### config.mk
export PLATFORM = sky130hd
export DESIGN_NAME = imem_boot_ctrl_flat
export DESIGN_NICKNAME = d
export VERILOG_FILES = /design/src/rtl/imem_boot_ctrl_if.sv /design/src/rtl/imem_boot_ctrl.sv /design/src/flat_wrapper.sv
export SDC_FILE = /design/constraint.sdc
export NUM_CORES = 1
export LEC_CHECK = 0
export ABC_AREA = 0
export CAP_MARGIN = 20
export CORE_AREA = 2 2 98 100
export CTS_CLUSTER_DIAMETER = 50
export DETAILED_ROUTE_END_ITERATION = 7
export DIE_AREA = 0 0 100 102
export PLACE_DENSITY = 0.75
export SYNTH_ARGS = -nofsm -noshare
export SYNTH_HDL_FRONTEND = slang
export SYNTH_SLANG_ARGS = --single-unit
### constraint.sdc
create_clock -name clk -period 4.9 [get_ports clk]
set_input_delay 1.225 -clock clk [delete_from_list [all_inputs] [get_ports clk]]
set_output_delay 1.225 -clock clk [all_outputs]
set_load 0.02 [all_outputs]
### src/rtl/imem_boot_ctrl_if.sv
// imem_boot_ctrl_if
//   Groups the loader byte stream and the instruction-memory bus of the
//   boot controller.
//   Ports (signals):
//     byte_valid_in / byte_data_in / byte_ready_out : loader byte handshake
//     cpu_imem_addr_in                              : CPU fetch address
//     imem_addr_out / imem_wr_en_out / imem_wr_data_out : imem port
//   Modports: slave = boot controller side, master = loader/CPU/imem side.
interface imem_boot_ctrl_if #(
  parameter int ADDR_W = 16
);
  logic              byte_valid_in;
  logic [7:0]        byte_data_in;
  logic              byte_ready_out;
  logic [ADDR_W-1:0] cpu_imem_addr_in;
  logic [ADDR_W-1:0] imem_addr_out;
  logic              imem_wr_en_out;
  logic [31:0]       imem_wr_data_out;

  modport slave (
    input  byte_valid_in,
    input  byte_data_in,
    input  cpu_imem_addr_in,
    output byte_ready_out,
    output imem_addr_out,
    output imem_wr_en_out,
    output imem_wr_data_out
  );

  modport master (
    output byte_valid_in,
    output byte_data_in,
    output cpu_imem_addr_in,
    input  byte_ready_out,
    input  imem_addr_out,
    input  imem_wr_en_out,
    input  imem_wr_data_out
  );
endinterface

### src/rtl/imem_boot_ctrl.sv
// imem_boot_ctrl
//   Receives a program over a byte stream (16-bit word count, then
//   little-endian 32-bit words), writes it into the instruction memory
//   from address 0, then releases the CPU and hands the imem address
//   port over to the CPU fetch address. An oversized length is a
//   sticky error that keeps the CPU in reset.
//   Ports:
//     clk            : clock, all state changes on the rising edge
//     rst            : synchronous active-high reset
//     bus            : byte stream + imem bus (imem_boot_ctrl_if.slave)
//     cpu_rst_out    : active-high reset to the CPU
//     load_done_out  : program loaded, CPU running
//     err_out        : length error, sticky until rst
//
//   state | meaning
//   ------+---------------------------------------------------------
//   LEN0  | waiting for word count low byte
//   LEN1  | waiting for word count high byte
//   DATA  | collecting the 4 bytes of the current word
//   WRITE | one-cycle imem write of the assembled word
//   RUN   | load complete, CPU released, imem address from CPU
//   ERR   | word count above MAX_WORDS, terminal until rst
module imem_boot_ctrl #(
  parameter int          ADDR_W    = 16,
  parameter int unsigned MAX_WORDS = 16384
) (
  input  logic                    clk,
  input  logic                    rst,
  imem_boot_ctrl_if.slave         bus,
  output logic                    cpu_rst_out,
  output logic                    load_done_out,
  output logic                    err_out
);

  typedef enum logic [2:0] {
    S_LEN0  = 3'd0,
    S_LEN1  = 3'd1,
    S_DATA  = 3'd2,
    S_WRITE = 3'd3,
    S_RUN   = 3'd4,
    S_ERR   = 3'd5
  } state_t;

  state_t      r_state;
  state_t      w_state_nxt;
  logic [15:0] r_len;
  logic [15:0] r_idx;
  logic [1:0]  r_bcnt;
  logic [31:0] r_word;

  logic        w_rx_state;
  logic        w_xfer;
  logic [15:0] w_len_full;
  logic [15:0] w_idx_inc;
  logic [17:0] w_idx_x4;
  logic        w_in_write;

  assign w_rx_state = (r_state == S_LEN0) || (r_state == S_LEN1) ||
                      (r_state == S_DATA);

  // Ready is forced low during reset so no byte is taken on a reset edge.
  assign bus.byte_ready_out = w_rx_state && !rst;
  assign w_xfer             = bus.byte_valid_in && bus.byte_ready_out;

  // Full count as it will be once the high byte in LEN1 is stored.
  assign w_len_full = {bus.byte_data_in, r_len[7:0]};
  assign w_idx_inc  = r_idx + 16'd1;
  assign w_idx_x4   = {r_idx, 2'b00};

  always_ff @(posedge clk) begin
    if (rst) begin
      r_state <= S_LEN0;
    end else begin
      r_state <= w_state_nxt;
    end
  end

  always_comb begin
    w_state_nxt = r_state;
    case (r_state)
      S_LEN0: begin
        if (w_xfer) begin
          w_state_nxt = S_LEN1;
        end
      end
      S_LEN1: begin
        if (w_xfer) begin
          if (w_len_full == 16'd0) begin
            w_state_nxt = S_RUN;
          end else if (32'(w_len_full) > MAX_WORDS) begin
            w_state_nxt = S_ERR;
          end else begin
            w_state_nxt = S_DATA;
          end
        end
      end
      S_DATA: begin
        if (w_xfer && (r_bcnt == 2'd3)) begin
          w_state_nxt = S_WRITE;
        end
      end
      S_WRITE: begin
        w_state_nxt = (w_idx_inc == r_len) ? S_RUN : S_DATA;
      end
      S_RUN:   w_state_nxt = S_RUN;
      S_ERR:   w_state_nxt = S_ERR;
      default: w_state_nxt = S_LEN0;
    endcase
  end

  // Datapath: length, byte count, word assembly and write index.
  always_ff @(posedge clk) begin
    if (rst) begin
      r_len  <= '0;
      r_idx  <= '0;
      r_bcnt <= '0;
      r_word <= '0;
    end else begin
      case (r_state)
        S_LEN0: begin
          if (w_xfer) begin
            r_len[7:0] <= bus.byte_data_in;
          end
        end
        S_LEN1: begin
          if (w_xfer) begin
            r_len[15:8] <= bus.byte_data_in;
          end
        end
        S_DATA: begin
          if (w_xfer) begin
            // Shift right so the first byte of a word ends up in [7:0];
            // the count wraps to 0 after the 4th byte.
            r_word <= {bus.byte_data_in, r_word[31:8]};
            r_bcnt <= r_bcnt + 2'd1;
          end
        end
        S_WRITE: begin
          r_idx <= w_idx_inc;
        end
        default: begin
        end
      endcase
    end
  end

  // Outputs are masked by rst so a reset asserted during WRITE never
  // lets the partial load reach the imem.
  assign w_in_write = (r_state == S_WRITE) && !rst;

  assign bus.imem_wr_en_out   = w_in_write;
  assign bus.imem_wr_data_out = w_in_write ? r_word : 32'd0;
  assign bus.imem_addr_out    = (r_state == S_RUN) ? bus.cpu_imem_addr_in
                                                   : ADDR_W'(w_idx_x4);

  assign cpu_rst_out   = (r_state != S_RUN) || rst;
  assign load_done_out = (r_state == S_RUN) && !rst;
  assign err_out       = (r_state == S_ERR) && !rst;

endmodule

### src/flat_wrapper.sv
// flat-port wrapper written by rule: the top's interface ports become plain ports
module imem_boot_ctrl_flat 
#(
  parameter int          ADDR_W    = 16,
  parameter int unsigned MAX_WORDS = 16384
)
  (clk, rst, cpu_rst_out, load_done_out, err_out, bus_byte_valid_in, bus_byte_data_in, bus_cpu_imem_addr_in, bus_byte_ready_out, bus_imem_addr_out, bus_imem_wr_en_out, bus_imem_wr_data_out);
  imem_boot_ctrl_if #(.ADDR_W(ADDR_W)) bus_i ();
  input  logic clk;
  input  logic rst;
  output logic cpu_rst_out;
  output logic load_done_out;
  output logic err_out;
  input wire logic [$bits(bus_i.byte_valid_in)-1:0] bus_byte_valid_in;
  input wire logic [$bits(bus_i.byte_data_in)-1:0] bus_byte_data_in;
  input wire logic [$bits(bus_i.cpu_imem_addr_in)-1:0] bus_cpu_imem_addr_in;
  output wire logic [$bits(bus_i.byte_ready_out)-1:0] bus_byte_ready_out;
  output wire logic [$bits(bus_i.imem_addr_out)-1:0] bus_imem_addr_out;
  output wire logic [$bits(bus_i.imem_wr_en_out)-1:0] bus_imem_wr_en_out;
  output wire logic [$bits(bus_i.imem_wr_data_out)-1:0] bus_imem_wr_data_out;
  assign bus_i.byte_valid_in = bus_byte_valid_in;
  assign bus_i.byte_data_in = bus_byte_data_in;
  assign bus_i.cpu_imem_addr_in = bus_cpu_imem_addr_in;
  assign bus_byte_ready_out = bus_i.byte_ready_out;
  assign bus_imem_addr_out = bus_i.imem_addr_out;
  assign bus_imem_wr_en_out = bus_i.imem_wr_en_out;
  assign bus_imem_wr_data_out = bus_i.imem_wr_data_out;
  imem_boot_ctrl #(.ADDR_W(ADDR_W), .MAX_WORDS(MAX_WORDS)) u_core (.clk(clk), .rst(rst), .bus(bus_i), .cpu_rst_out(cpu_rst_out), .load_done_out(load_done_out), .err_out(err_out));
endmodule
# Word-level counts from Yosys, hierarchy flattened
# Cells that the tools add are included.
[totals]
out_inout_bits = 53
wordCells = 45
regBits = 69
inputBits = 27
[classes]
addsub = 2
reduce_logical = 16
magnitude_cmp = 1
n_mux = 9
eq_ne = 11
[ops]
columns = ["operator", "n"]
rows = [
  ["32-bit 2-to-1 mux", 1],
  ["3-bit 2-to-1 mux", 6],
  ["3-bit case mux with 6 select lines", 1],
  ["16-bit by 1-bit adder with 16-bit output, second input constant", 1],
  ["16-bit equality test", 1],
  ["16-bit by 15-bit greater-than comparator with 1-bit output, second input constant", 1],
  ["16-bit zero test", 1],
  ["16-bit 2-to-1 mux", 1],
  ["3-bit by 2-bit equality test with 1-bit output, second input constant", 2],
  ["3-bit equality test, second input constant", 2],
  ["1-bit logical AND", 6],
  ["2-bit AND reduction", 3],
  ["2-bit by 1-bit != test with 1-bit output, second input constant", 2],
  ["3-bit by 1-bit equality test with 1-bit output, second input constant", 1],
  ["3-bit zero test", 1],
  ["1-bit logical OR", 3],
  ["3-bit != test, second input constant", 1],
  ["3-bit AND reduction", 1],
  ["2-bit by 1-bit adder with 2-bit output, second input constant", 1],
  ["2-bit equality test, second input constant", 1],
  ["2-bit != test, second input constant", 1],
  ["1-bit zero test", 1],
]

# Longest topological paths before layout
# Gate-level depths: netlist of run 1.
[depth]
word_depth = 8
ltp_mapped = 8
mapped_depth_nobuf = 7

# Worst setup path after synthesis of run 1
# No wires, ideal clock.
[synth_timing]
kind = "input -> output"
start = "in rst"
end = "out bus_imem_wr_data_out[22]"
required_time_ns = 3.675
arrival_ns = 2.284
setup_slack_ns = 1.391
path_stages = 4
path_buffers = 2
cell_sequence = "clkbuf_1 -> nor2_1 -> clkbuf_1 -> and2_1"
[synth_between]
elab_chain_cells = 3
[synth_lines]
columns = ["item", "line", "source"]
rows = [
  ["start, declared", "flat_wrapper.sv:10", "input logic rst;"],
  ["1-bit zero test", "imem_boot_ctrl.sv:149", "assign w_in_write = (r_state == S_WRITE) && !rst;"],
  ["1-bit logical AND", "imem_boot_ctrl.sv:149", ""],
  ["net bus_imem_wr_en_out", "flat_wrapper.sv:19", "output wire logic [$bits(bus_i.imem_wr_en_out)-1:0] bus_imem_wr_en_out;"],
  ["32-bit 2-to-1 mux", "imem_boot_ctrl.sv:152", "assign bus.imem_wr_data_out = w_in_write ? r_word : 32'd0;"],
  ["end, declared", "flat_wrapper.sv:20", "output wire logic [$bits(bus_i.imem_wr_data_out)-1:0] bus_imem_wr_data_out;"],
]
# The timed path passes the listed nets, and every way through them passes these cells.

# Worst setup path after layout of run 1
[layout_timing]
start = "reg u_core.r_state[1]"
end = "out bus_imem_wr_data_out[16]"
[layout_between]
elab_chain_cells = 3
[layout_lines]
columns = ["item", "line", "source"]
rows = [
  ["start, declared", "imem_boot_ctrl.sv:44", "state_t r_state;"],
  ["start signal, assigned", "imem_boot_ctrl.sv:74", "r_state <= w_state_nxt;"],
  ["3-bit by 2-bit equality test with 1-bit output", "imem_boot_ctrl.sv:149", ""],
  ["1-bit logical AND", "imem_boot_ctrl.sv:149", ""],
  ["32-bit 2-to-1 mux", "imem_boot_ctrl.sv:152", ""],
]
# No other way between the ends.

==> flow_metrics.env, run 1 <==
export IMPL_start_util=0.399
export IMPL_finalCritPeriodShare=0.811
export IMPL_hold_slack_ns=0.458
export IMPL_grt_pass1_vias=3137
export IMPL_cts_max_level=3
export IMPL_power_density_nw_per_um2=241
export IMPL_grt_max_degree=71
export IMPL_cts_buffer_depth=2
export IMPL_drive_gt1_frac=0.0882
export IMPL_post_drt_wl_per_cell_microns=13.9
export IMPL_synthFlopType="dfxtp_1"
export IMPL_cap_violations=0
export IMPL_max_freq_mhz=252
export IMPL_setup_tns_ns=0
export IMPL_die_h_microns=102
export IMPL_overflow=0
export IMPL_cellLeakagePower_nw=1.68
export IMPL_synthesis_nets=473
export IMPL_initialDrtViolationCount=201
export IMPL_setup_violations=0
export IMPL_cp_arrival_ns=2.75
export IMPL_syn_area_sq_um=3640
export IMPL_antenna_found_initial=0
export IMPL_slew_violations=0
export IMPL_ant_nets=0
export IMPL_worstHoldStart="u_core.r_word[6]"
export IMPL_cts_sinks=69
export IMPL_postLayoutCellArea_sq_um=4640
export IMPL_crit_type="flip-flop to output pin"
export IMPL_grt_total_usage=0.175
export IMPL_syn_to_final_growth_pct=27.7
export IMPL_n_antenna_cell=0
export IMPL_drc=0
export IMPL_worstPathMaxFanout=34
export IMPL_root_buffer="clkbuf_8"
export IMPL_vdd_drop_max_mv=0.167
export IMPL_first_pass_iters=4
export IMPL_grt_pass1_wl_microns=14500
export IMPL_hold_depth=2
export IMPL_start_kind="flip-flop"
export IMPL_async_reset_ff_frac=0
export IMPL_worstHoldPathType="flip-flop to flip-flop"
export IMPL_synth_edff_count=0
export IMPL_worstMarginPinSlew_ns=0.707
export IMPL_dp_final_hpwl_microns=6330
export IMPL_syn_avg_cell_area_sq_um=8.19
export IMPL_place_area_sq_um=4450
export IMPL_hold_viol=0
export IMPL_yosys_warnings=0
export IMPL_timing_rr_start="u_core.r_state[1]"
export IMPL_ctsHoldBuffers=0
export IMPL_yosysSeqAreaShare=0.380
export IMPL_final_cells=621
export IMPL_core_rowCount=35
export IMPL_nNetsFinal=534
export IMPL_clock_skew_ns=0.0106
export IMPL_core_sq_um=9110
export IMPL_port_buffers=79
export IMPL_die_w_microns=100
export IMPL_placed_cells=605
export IMPL_utilization=0.510
export IMPL_postCtsSetupRepairBufs=0
export IMPL_num_io_pins=80
export IMPL_synth_cell_type_count=52
export IMPL_crit_path_end_kind="output pin"
export IMPL_cp_startpoint="u_core.r_state[1]"
export IMPL_final_common_cell="clkdlybuf4s50_1"
export IMPL_fillers=869
export IMPL_grt_setup_unrepaired="no"
export IMPL_finalWirelength_microns=8640
export IMPL_fin_crit_ns=3.97
export IMPL_slew_headroom=0.529
export IMPL_final_cell_mix="clkdlybuf4s50_1 (78), nand2_1 (76), dfxtp_1 (69)"
export IMPL_dieArea_sq_um=10200
export IMPL_viasPerCell=5.16
export IMPL_outcome="completed"
export IMPL_cts_buffers_inserted=9
export IMPL_r2r_cells=5
export IMPL_gp_congestion=0.868
export IMPL_clk_pin_slew_ns=0.08
export IMPL_clock_latency_ns=0.35
export IMPL_synthCells=444
export IMPL_required_ns=3.67
export IMPL_ys_ff_latch=69
export IMPL_post_cts_resized=0
export IMPL_cts_tree="built"
export IMPL_dr_total_vias=3206
-- Yosys cell counts, drive strengths merged, types with 2 or more instances --
cell type  count  share of area
nand2         76          0.078
nand4b         2         0.0048
a21oi         39          0.054
o21ai          9          0.012
mux2          13          0.040
clkbuf        23          0.024
a2111oi        2          0.012
and2          33          0.057
nor4           6          0.014
nor2          42          0.043
nand4          6          0.012
buf           10          0.017
nor2b          4         0.0069
a211oi         2         0.0055
or3            5         0.0089
nor3b          2         0.0041
nor3          10          0.014
mux2i         19          0.052
xor2          10          0.024
xnor2         22          0.053
inv            3         0.0031
nand3b         2         0.0041
ha             2         0.0069
nand2b         5         0.0086
and3           4         0.0069
nand3          8          0.014
dfxtp         69           0.38
-- logic make-up after synthesis --
logic type      after synthesis  share of synthesized area
compound gates               63                      0.108
xor+xnor                     33                     0.0836
simple gates                209                      0.286
fa+ha+maj                     2                    0.00688
mux                          32                     0.0925
buf+inv                      36                     0.0433
flops                        69                      0.380
-- stage by stage --
| stage | setup slack, ns | power [mW] |
|---|---|---|
| floorplan | 1.39 | 0.630 |
| global placement | 1.14 | 0.666 |
| detailed placement | 1.11 | 0.668 |
| CTS | 0.895 | 1.13 |
| global route | 0.711 | 1.16 |
| finish | 0.925 | 1.12 |
-- flip-flops by register name, indices dropped and copies added (netlist names) --
name / count
u_core.r_bcnt: 2
u_core.r_word: 32
u_core.r_state: 3
u_core.r_len: 16
u_core.r_idx: 16
-- worst paths after layout --
path	endpoint	slack (ns)
max reg2reg	u_core.r_idx[15]	2.46
min reg2reg	u_core.r_word[6]	0.46
max	bus_imem_wr_data_out[16]	0.93
min	u_core.r_word[6]	0.46
-- power breakdown --
group / leakage, nW / switching (mW) / internal (mW)
Combinational: 1.03 / 0.0386 / 0.0420
Clock: 0.0918 / 0.228 / 0.236
Sequential: 0.557 / 0.00861 / 0.566
Total: 1.68 / 0.276 / 0.845
-- metal layers --
| layer | wire, microns | GRT usage | vias up |
|---|---|---|---|
| met1 | 3990 | 0.222 | 1513 |
| li1 | - | - | 1621 |
| met5 | 0 | 0 | - |
| met2 | 4220 | 0.295 | 63 |
| met3 | 306 | 0.0349 | 9 |
| met4 | 123 | 0.0664 | 0 |
-- worst max-delay path, stage by stage, from the launching register on --
cell             delay, ns
dfxtp_1               0.54
nand3b_1              0.53
nor2_1                0.25
buf_4                 0.29
and2_1                0.19
clkdlybuf4s50_1       0.60
-- area by class of cell --
type | instances | area, sq um | area share
multi-input combinational | 339 | 2100 | 0.452
sequential | 69 | 1380 | 0.297
timing repair buffer | 83 | 816 | 0.176
tap | 111 | 139 | 0.0299
clock buffer | 9 | 124 | 0.0267
clock inverter | 7 | 75.1 | 0.0162
inverter | 3 | 11.3 | 0.00242
No activity file was read; power rests on OpenSTA's default activity.
==> run 2, diff against run 1 <==
Settings changed: PLACE_DENSITY 0.75 to 0.78.
Clock period 4.9 ns to 3.5 ns, I/O delays scaled along.
==> flow_metrics.env, run 2 (synthesized netlist as in run 1, its figures left out) <==
export IMPL_outcome="completed"
export IMPL_grt_total_usage=0.176
export IMPL_setup_tns_ns=0
export IMPL_vdd_drop_max_mv=0.209
export IMPL_viasPerCell=5.24
export IMPL_root_buffer="clkbuf_8"
export IMPL_grt_pass1_wl_microns=14300
export IMPL_cts_sinks=69
export IMPL_p_switching_mw=0.398
export IMPL_setup_violations=0
export IMPL_initialDrtViolationCount=223
export IMPL_clk_pin_slew_ns=0.08
export IMPL_grt_max_degree=71
export IMPL_finalWirelength_microns=8680
export IMPL_clock_skew_ns=0.00689
export IMPL_grt_setup_unrepaired="no"
export IMPL_grt_pass1_vias=3010
export IMPL_pwr_share_clk=0.448
export IMPL_largest_reg_flops=32
export IMPL_die_w_microns=100
export IMPL_critical_path_max_stage_delay_ns=0.54
export IMPL_max_freq_mhz=311
export IMPL_post_cts_resized=0
export IMPL_n_antenna_cell=0
export IMPL_cts_max_level=3
export IMPL_drc=0
export IMPL_syn_to_final_growth_pct=28.9
export IMPL_final_cell_mix="clkdlybuf4s50_1 (78), nand2_1 (76), dfxtp_1 (69)"
export IMPL_final_common_cell="clkdlybuf4s50_1"
export IMPL_die_h_microns=102
export IMPL_nNetsFinal=536
export IMPL_hold_viol=0
export IMPL_overflow=0
export IMPL_port_buffers=79
export IMPL_worstHoldPathType="flip-flop to flip-flop"
export IMPL_cellLeakagePower_nw=1.71
export IMPL_power_frac_comb=0.068
export IMPL_ant_nets=0
export IMPL_worstMarginPinSlew_ns=0.685
export IMPL_pwr_share_seq=0.484
export IMPL_reg_largest_list="u_core.r_word: 32 flops, u_core.r_idx: 16 flops, u_core.r_len: 16 flops"
export IMPL_dr_total_vias=3266
export IMPL_num_io_pins=80
export IMPL_ctsHoldBuffers=0
export IMPL_start_util=0.399
export IMPL_start_kind="flip-flop"
export IMPL_regMostFlops="u_core.r_word"
export IMPL_worstPathCellList="nor2_1 > and2_1 > buf_4 > mux2_2 > clkdlybuf4s50_1"
export IMPL_required_ns=2.62
export IMPL_gp_congestion=0.885
export IMPL_dp_final_hpwl_microns=6200
export IMPL_first_pass_iters=6
export IMPL_slew_violations=0
export IMPL_hold_slack_ns=0.452
export IMPL_dieArea_sq_um=10200
export IMPL_power_density_nw_per_um2=355
export IMPL_crit_slowest_cell="clkdlybuf4s50_1"
export IMPL_post_drt_wl_per_cell_microns=13.9
export IMPL_clock_latency_ns=0.36
export IMPL_crit_type="flip-flop to output pin"
export IMPL_cts_buffers_inserted=9
export IMPL_postCtsSetupRepairBufs=0
export IMPL_antenna_found_initial=0
export IMPL_critPathBufInv=2
export IMPL_fin_crit_ns=3.22
export IMPL_worstPathMaxFanout=15
export IMPL_crit_family="buffers and inverters"
export IMPL_cts_buffer_depth=2
export IMPL_switching_share=0.240
export IMPL_crit_path_end_kind="output pin"
export IMPL_drive_gt1_frac=0.0918
export IMPL_cp_arrival_ns=2.34
export IMPL_cap_violations=0
export IMPL_internal_power_mw=1.26
export IMPL_core_rowCount=35
export IMPL_core_sq_um=9110
export IMPL_cts_tree="built"
export IMPL_finalCritPeriodShare=0.919
export IMPL_slew_headroom=0.544
run 2: cell count changes in the layout (fill, tap and decap cells not counted), sizes merged:
cell	change
buf	+2
bufinv	+1
clkinv	-1
clkinvlp	-3
inv	+3
run 2: area by class of cell:
type                       count  area (sq um)
tap                          111           139
clock inverter                 7           104
fill                         828          4420
sequential                    69          1380
inverter                       3          11.3
clock buffer                   9           124
multi-input combinational    339          2100
timing repair buffer          85           831
run 2: per-stage QoR:
step	total power, mW	worst slack, ns	util	cell area, sq um	cells
finish	1.66	0.285	0.515	4690	623
global route	1.72	0.0966	0.515	4690	623
CTS	1.67	0.265	0.515	4690	623
detailed placement	0.936	0.477	0.490	4460	607
global placement	0.933	0.517	0.490	4460	607
floorplan	0.882	0.691	-	3640	444
run 2: final timing paths:
check	startpoint	to	slack [ns]	cells past startpoint
min	u_core.r_word[1]	u_core.r_word[1]	0.45	2
min reg2reg	u_core.r_word[1]	u_core.r_word[1]	0.45	2
max reg2reg	u_core.r_idx[0]	u_core.r_state[1]	1.12	7
max	u_core.r_state[0]	bus_imem_addr_out[3]	0.28	5
run 2: metal layers:
| layer | global-route usage | vias to the layer above | routed length, microns |
|---|---|---|---|
| li1 | - | 1626 | - |
| met1 | 0.226 | 1537 | 3840 |
| met2 | 0.290 | 88 | 4270 |
| met3 | 0.0301 | 15 | 376 |
| met4 | 0.0832 | 0 | 189 |
| met5 | 0 | - | 0 |
run 2: power groups by stage:
stage / combinational (mW) / sequential, mW / clock (mW)
2_1_floorplan: 0.0641 / 0.818 / 0
3_3_place_gp: 0.110 / 0.823 / 0
3_5_place_dp: 0.113 / 0.823 / 0
4_1_cts: 0.114 / 0.805 / 0.752
5_1_grt: 0.124 / 0.807 / 0.792
6_report: 0.114 / 0.805 / 0.744
run 2: tightest hold or removal path: cells and delay by family, from the launching register on:
| family | cells | cell delay (ns) |
|---|---|---|
| simple gates | 1 | 0.05 |
| compound gates | 1 | 0.05 |
| flops | 1 | 0.31 |
